<file path="config.mk">
export PLATFORM = sky130hd
export DESIGN_NAME = uart_tx_arbiter
export DESIGN_NICKNAME = d
export VERILOG_FILES = /design/src/rtl/uart_tx_arbiter.sv
export SDC_FILE = /design/constraint.sdc
export NUM_CORES = 1
export LEC_CHECK = 0
export CAP_MARGIN = 20
export CORE_MARGIN = 5
export CORE_UTILIZATION = 42
export DETAILED_ROUTE_END_ITERATION = 10
export PLACE_DENSITY = 0.9
export SLEW_MARGIN = 0
export SYNTH_ARGS = -nofsm -noshare
export SYNTH_HDL_FRONTEND = slang
export SYNTH_SLANG_ARGS = --single-unit
</file>
<file path="constraint.sdc">
create_clock -name clk -period 2.1 [get_ports clk]
set_input_delay 0.315 -clock clk [delete_from_list [all_inputs] [get_ports clk]]
set_output_delay 0.315 -clock clk [all_outputs]
set_load 0.03 [all_outputs]
</file>
<file path="src/rtl/uart_tx_arbiter.sv">
// rtl/uart_tx_arbiter.sv - Round-robin arbiter sharing one UART TX among byte requesters
module uart_tx_arbiter #(
    parameter int NUM_REQ      = 4,
    parameter int DATA_WIDTH   = 8,
    parameter int BUSY_TIMEOUT = 4
) (
    input  logic                          clk,
    input  logic                          reset,
    input  logic [NUM_REQ-1:0]            req_valid,
    input  logic [NUM_REQ*DATA_WIDTH-1:0] req_data,
    input  logic [NUM_REQ-1:0]            req_par_en,
    output logic [NUM_REQ-1:0]            req_ack,
    output logic                          tx_data_valid,
    output logic [DATA_WIDTH-1:0]         tx_p_data,
    output logic                          tx_par_en,
    input  logic                          tx_busy,
    output logic [$clog2(NUM_REQ)-1:0]    grant_id,
    output logic                          arb_busy,
    output logic                          timeout_err
);

    localparam int IDX_W = $clog2(NUM_REQ);
    localparam int CNT_W = $clog2(BUSY_TIMEOUT + 1);

    typedef enum logic [1:0] {
        IDLE      = 2'd0,
        ISSUE     = 2'd1,
        WAIT_BUSY = 2'd2,
        WAIT_DONE = 2'd3
    } state_t;

    state_t               state;
    state_t               state_next;
    logic [CNT_W-1:0]     cnt;
    logic [CNT_W-1:0]     cnt_next;
    logic [IDX_W-1:0]     last_grant;
    logic [IDX_W-1:0]     last_next;
    logic [IDX_W-1:0]     grant_next;
    logic [DATA_WIDTH-1:0] data_next;
    logic                 par_next;
    logic [NUM_REQ-1:0]   ack_next;
    logic                 dv_next;
    logic                 tmo_next;
    logic                 any_valid;
    logic [IDX_W-1:0]     winner;

    // Round-robin pick: the nearest valid requester after last_grant wins.
    // Scanning from the farthest offset down lets the closest one overwrite.
    always_comb begin
        any_valid = 1'b0;
        winner    = '0;
        for (int k = NUM_REQ; k >= 1; k--) begin
            if (req_valid[(int'(last_grant) + k) % NUM_REQ]) begin
                any_valid = 1'b1;
                winner    = IDX_W'((int'(last_grant) + k) % NUM_REQ);
            end
        end
    end

    // Next-state and next registered output values.
    always_comb begin
        state_next = state;
        cnt_next   = cnt;
        last_next  = last_grant;
        grant_next = grant_id;
        data_next  = tx_p_data;
        par_next   = tx_par_en;
        ack_next   = '0;
        dv_next    = 1'b0;
        tmo_next   = 1'b0;
        case (state)
            IDLE: begin
                // A busy TX (foreign frame or stale one) blocks any new grant.
                if (any_valid && !tx_busy) begin
                    state_next       = ISSUE;
                    last_next        = winner;
                    grant_next       = winner;
                    data_next        = req_data[int'(winner)*DATA_WIDTH +: DATA_WIDTH];
                    par_next         = req_par_en[winner];
                    ack_next[winner] = 1'b1;
                    dv_next          = 1'b1;
                end
            end
            ISSUE: begin
                state_next = WAIT_BUSY;
                cnt_next   = '0;
            end
            WAIT_BUSY: begin
                if (tx_busy) begin
                    state_next = WAIT_DONE;
                end else if (cnt == CNT_W'(BUSY_TIMEOUT - 1)) begin
                    state_next = IDLE;
                    tmo_next   = 1'b1;
                end else begin
                    cnt_next = cnt + 1'b1;
                end
            end
            WAIT_DONE: begin
                if (!tx_busy) begin
                    state_next = IDLE;
                end
            end
            default: state_next = IDLE;
        endcase
    end

    // State, round-robin pointer and all outputs are registered together.
    always_ff @(posedge clk or negedge reset) begin
        if (!reset) begin
            state         <= IDLE;
            cnt           <= '0;
            last_grant    <= IDX_W'(NUM_REQ - 1);
            grant_id      <= '0;
            tx_p_data     <= '0;
            tx_par_en     <= 1'b0;
            req_ack       <= '0;
            tx_data_valid <= 1'b0;
            timeout_err   <= 1'b0;
            arb_busy      <= 1'b0;
        end else begin
            state         <= state_next;
            cnt           <= cnt_next;
            last_grant    <= last_next;
            grant_id      <= grant_next;
            tx_p_data     <= data_next;
            tx_par_en     <= par_next;
            req_ack       <= ack_next;
            tx_data_valid <= dv_next;
            timeout_err   <= tmo_next;
            arb_busy      <= (state_next != IDLE);
        end
    end

endmodule

</file>
# After elaboration in Yosys (flattened, before gate mapping)
# Index checks and enable logic that the tools add are counted.
word_totals:
  reg_bits: 25
  in_bits: 43
  word_cells: 83
classes:
  n_addsub: 5
  n_lt_le_gt_ge: 6
  n_eq_ne: 6
  shifts: 1
  muxes: 39
  bitwise: 4
  reduce_logical: 12
ops:
  columns: ["cell", "n"]
  rows:
  - ["$shiftx 32x6->8", 1]
  - ["$mux 1", 19]
  - ["$lt 3x4->1 const B", 4]
  - ["$mux 2", 8]
  - ["$bmux 1 s2", 5]
  - ["$mux 4", 2]
  - ["$pmux 2 s4", 1]
  - ["$reduce_or 2->1", 4]
  - ["$mux 3", 2]
  - ["$pmux 3 s2", 1]
  - ["$add 2x1->2 const B", 2]
  - ["$add 2x2->2 const B", 2]
  - ["$and 1x1->1 const A", 4]
  - ["$eq 2x2->1 const B", 2]
  - ["$ne 2x2->1 const B", 2]
  - ["$reduce_bool 2->1", 2]
  - ["$add 3x1->3 const B", 1]
  - ["$eq 3x2->1 const B", 1]
  - ["$lt 2x3->1 const B", 1]
  - ["$reduce_and 3->1", 1]
  - ["$demux 1 s2", 1]
  - ["$eq 2x1->1 const B", 1]
  - ["$ge 2x1->1 const B", 1]
  - ["$logic_and 1x1->1", 2]
  - ["3 further kinds", 3]

# Logic depth before layout (Yosys ltp)
depth:
  word_depth: 16
  depth_mapped: 6

# Worst setup path before layout
# OpenSTA, ideal clock, no wires.
synth_timing:
  path_type: "register -> register"
  from: "register last_grant[0]"
  to: "register tx_p_data[0]"
  setup_time_ps: 134
  t_arrival_ps: 1552
  required_ps: 1966
  path_slack_ps: 415
  stages_incl_launch_ff: 7
  synth_period_minus_slack_ps: 1685
  cell_sequence: "dfstp_2 -> nor2b_4 -> o21a_4 -> nor3_4 -> buf_6 -> mux2i_1 -> o211ai_2"
synth_via:
  elab_chain_len: 10
synth_lines:
  columns: ["element", "line", "source"]
  rows:
  - ["start: declaration", "36", "logic [IDX_W-1:0] last_grant;"]
  - ["start signal: assignment", "112", "last_grant <= IDX_W'(NUM_REQ - 1);"]
  - ["start signal: assignment", "123", "last_grant <= last_next;"]
  - ["parallel branches: the longest is 10 deep, another holds $add 2x1->2", null, null]
  - ["end signal: assignment", "125", "tx_p_data <= data_next;"]
  - ["end: declaration", "14", "output logic [DATA_WIDTH-1:0] tx_p_data,"]
# Parallel ways; which one is timed is not known. The select of a mux whose other input is x is not followed.
# A chain may end at the register's enable or synchronous reset.

# Worst setup path in the final report
layout_timing:
  from: "register state[1]"
  to: "register req_ack[2]"
layout_via:
  elab_chain_len: 2
layout_lines:
  columns: ["element", "line", "source"]
  rows:
  - ["start: declaration", "32", "state_t state;"]
  - ["start signal: assignment", "121", "state <= state_next;"]
  - ["$logic_not 2->1", "71", "case (state)"]
  - ["$mux 4", "71", null]
  - ["named net ack_next[2]", "41", "logic [NUM_REQ-1:0] ack_next;"]
  - ["end signal: assignment", "127", "req_ack <= ack_next;"]
  - ["end: declaration", "12", "output logic [NUM_REQ-1:0] req_ack,"]
# The timed path passes the listed nets, and every way through them passes these cells.

==> impl_metrics.yaml <==
run_status:
  outcome: "completed"
sta:
  min_period_over_period: 0.8792
  setup_total_negative_slack_ps: 0
  rsz0062_at_grt: "false"
  holdWs_ps: 344.5
  finalHoldViolCount: 0
  slew_viol_final: 0
  relSlewSlack: 0.4321
  tightestPinTransition_ps: 842.9
  fin_worst_skew_ps: 1.470
  setup-violations-final: 0
  finalWorstSetupSlack_ps: 253.7
  finalCriticalPeriod_ps: 1846
  timing.fmax_mhz: 541.6
floorplanning:
  die_w_um: 68.96
  placementRows: 21
  start_util: 0.4342
  core-area_mm2: 0.003363
  io_pins: 61
  y_dimension_of_the_die_um: 68.96
  fp.dieArea_mm2: 0.004755
clocking:
  insertion_delay_ps: 310
  cts_htree_levels: 1
  post_cts.repair.setup_buffers: 0
  root_buffer: "sky130_fd_sc_hd__clkbuf_4"
  worst_setup_hold_path_clk_slew_ps: 130
  post_cts_resized: 0
  cts_hold_repair.buffers: 0
  cts_buf_count: 3
  clock_sink_count: 25
  cts_max_path_buffers: 2
  cts_tree: "done"
synthesis:
  synth_area_leader_cell: "sky130_fd_sc_hd__dfrtp_1"
  post_synth.cell_area_avg_um2: 10.14
  postSynthRegisterBits: 25
  dominantRegCellSynth: "sky130_fd_sc_hd__dfrtp_1"
  synthesis.nets: 189
  post_synth_inst_count: 144
  yosys_warnings: 0
  netlist.area_leader.share: 0.3942
  synth_area_mm2: 0.001460
  ys_async_sr_fraction: 1.000
  number_of_enable_flip_flop_cells_after_synthesis: 0
  yosysUniqueCellTypes: 37
  top_cells_by_area_in_the_synthesized_netlist: "sky130_fd_sc_hd__dfrtp_1 39%, sky130_fd_sc_hd__mux2i_1 6.2%, sky130_fd_sc_hd__o31a_1 6.0%"
  synth_seq_area_share: 0.4302
worst_setup_path:
  crit_path_start_kind: "flop"
  timing.critical_path.slowest_cell_delay_ps: 510
  worst_endpoint_data_arrival_time_ps: 2060
  setup_cp_type: "reg -> reg"
  worstSetupEndpointType: "flop"
  critical_path_buffers_and_inverters: 2
  critical-path-slowest-cell: "sky130_fd_sc_hd__dfrtp_1"
  required_ps: 2310
  crit_path_cell_trace: "nor3_1, o41ai_2, buf_4, inv_2, nand3_2, nor4_1"
  cp_top_family: "simple AND/OR/NAND/NOR gates"
  worst-path-max-fanout: 13
placed_design:
  final_gp_congestion: 0.8399
  dpl.hpwl_um: 2940
  placed_cells_incl_taps: 253
  placement.setup.worst_slack_ps: -58.83
  port-buffer-count: 60
power:
  p_leak_nw: 0.9194
  power-per-cell-area_mw_per_mm2: 1057
  irDropWorstVdd_uv: 678.1
global_route:
  aggregate_global_routing_overflow: 0
  grt_usage: 0.1650
  grt_max_degree: 26
  antenna_found_initial: 0
  grt_pass1_vias: 1288
  global_route_wire_length_before_repair_um: 5913
routing:
  routed_wl_um: 3684
  antenna_violating_nets_left: 0
  drc_violations_left: 0
  dr_total_vias: 1354
  post_drt_via_cell_ratio: 5.268
  first_pass_iters: 4
  first_iter_violations: 72
  detail_route.wl_per_cell_um: 14.33
finish:
  final_cells: 257
  final_nets: 257
  syn_to_final_growth_pct: 49.36
  final_layout_size_suffix_gt1_frac: 0.1517
  n_diodes: 0
flow_run:
  maxCapViolations: 0
worst_hold_path:
  timing.hold.worst.class: "in -> async"
## state kept, by name (all words and copies together) (netlist names)
signal / count
tx_p_data: 8
req_ack: 4
tx_data_valid: 1
cnt: 3
last_grant: 2
grant_id: 2
timeout_err: 1
state: 2
tx_par_en: 1
arb_busy: 1
## worst paths after layout
path | startpoint | to | slack [ps] | cells past startpoint
max in group asynchronous | reset | last_grant[0] | 1460 | 2
max | state[1] | req_ack[2] | 250 | 6
max reg2reg | state[1] | req_ack[2] | 250 | 6
min in group clk | cnt[2] | cnt[2] | 490 | 2
min reg2reg | cnt[2] | cnt[2] | 490 | 2
min | reset | tx_p_data[4] | 340 | 2
## placed cells by master (no fill, tap or decap), drive strengths merged, types with 2 or more instances in the layout
master | Yosys | final
ha | 2 | 2
dfrtp | 23 | 23
mux2i | 9 | 9
nand2 | 20 | 20
and4 | 9 | 9
clkbuf | 2 | 4
clkdlybuf4s50 | 0 | 60
nor3 | 3 | 3
inv | 2 | 2
o211ai | 9 | 9
o21a | 2 | 2
o21ai | 14 | 14
nor2b | 4 | 4
nor2 | 9 | 9
a21oi | 5 | 5
or2b | 2 | 2
o22a | 2 | 2
o31a | 10 | 10
buf | 6 | 11
dfstp | 2 | 2
## cell families after synthesis
family | Yosys count | synth area share
flops | 25 | 0.4302
mux | 10 | 0.06941
fa+ha+maj | 2 | 0.01714
buf+inv | 10 | 0.03685
simple gates | 52 | 0.2048
compound gates | 45 | 0.2416
## synth_stat cells, types with 2 or more instances
cell type / count
sky130_fd_sc_hd__a21oi_1: 3
sky130_fd_sc_hd__clkbuf_1: 2
sky130_fd_sc_hd__buf_2: 4
sky130_fd_sc_hd__dfrtp_1: 23
sky130_fd_sc_hd__nand2_1: 20
sky130_fd_sc_hd__o31a_1: 10
sky130_fd_sc_hd__nor2_1: 9
sky130_fd_sc_hd__o21ai_1: 5
sky130_fd_sc_hd__o211ai_1: 4
sky130_fd_sc_hd__nor3_1: 2
sky130_fd_sc_hd__nor2b_1: 3
sky130_fd_sc_hd__o22a_1: 2
sky130_fd_sc_hd__o21ai_0: 9
sky130_fd_sc_hd__mux2i_1: 9
sky130_fd_sc_hd__or2b_1: 2
sky130_fd_sc_hd__ha_1: 2
sky130_fd_sc_hd__o211ai_2: 5
sky130_fd_sc_hd__dfstp_2: 2
sky130_fd_sc_hd__and4_1: 9
sky130_fd_sc_hd__a21oi_2: 2
## layer usage
| layer | global-route usage | routed length [µm] |
|---|---|---|
| met1 | 0.2079 | 1552 |
| met2 | 0.2976 | 1927 |
| met3 | 0.01621 | 179 |
| met4 | 0.04623 | 25 |
| met5 | 0 | 0 |
## layout make-up
| cell class | instances | area, µm² |
|---|---|---|
| Fill cell | 287 | 1182 |
| Multi-Input combinational cell | 109 | 778.2 |
| Timing Repair Buffer | 71 | 683.2 |
| Sequential cell | 25 | 628.1 |
| Tap cell | 46 | 57.56 |
| Clock buffer | 4 | 26.28 |
| Inverter | 2 | 7.507 |
## per-stage QoR
| step | utilization | cell area, µm² | power, mW |
|---|---|---|---|
| 2_1_floorplan | - | 1460 | 1.613 |
| 3_3_place_gp | 0.6406 | 2155 | 2.081 |
| 3_5_place_dp | 0.6406 | 2155 | 2.108 |
| 4_1_cts | 0.6484 | 2181 | 2.315 |
| 5_1_grt | 0.6484 | 2181 | 2.493 |
| 6_report | 0.6484 | 2181 | 2.305 |
## power breakdown
| group | internal, mW | total, mW | switching, mW |
|---|---|---|---|
| clock network | 0.0740 | 0.212 | 0.138 |
| logic | 0.611 | 1.28 | 0.670 |
| registers | 0.665 | 0.811 | 0.146 |
| total | 1.35 | 2.30 | 0.954 |
No activity file was read; power rests on OpenSTA's default activity.
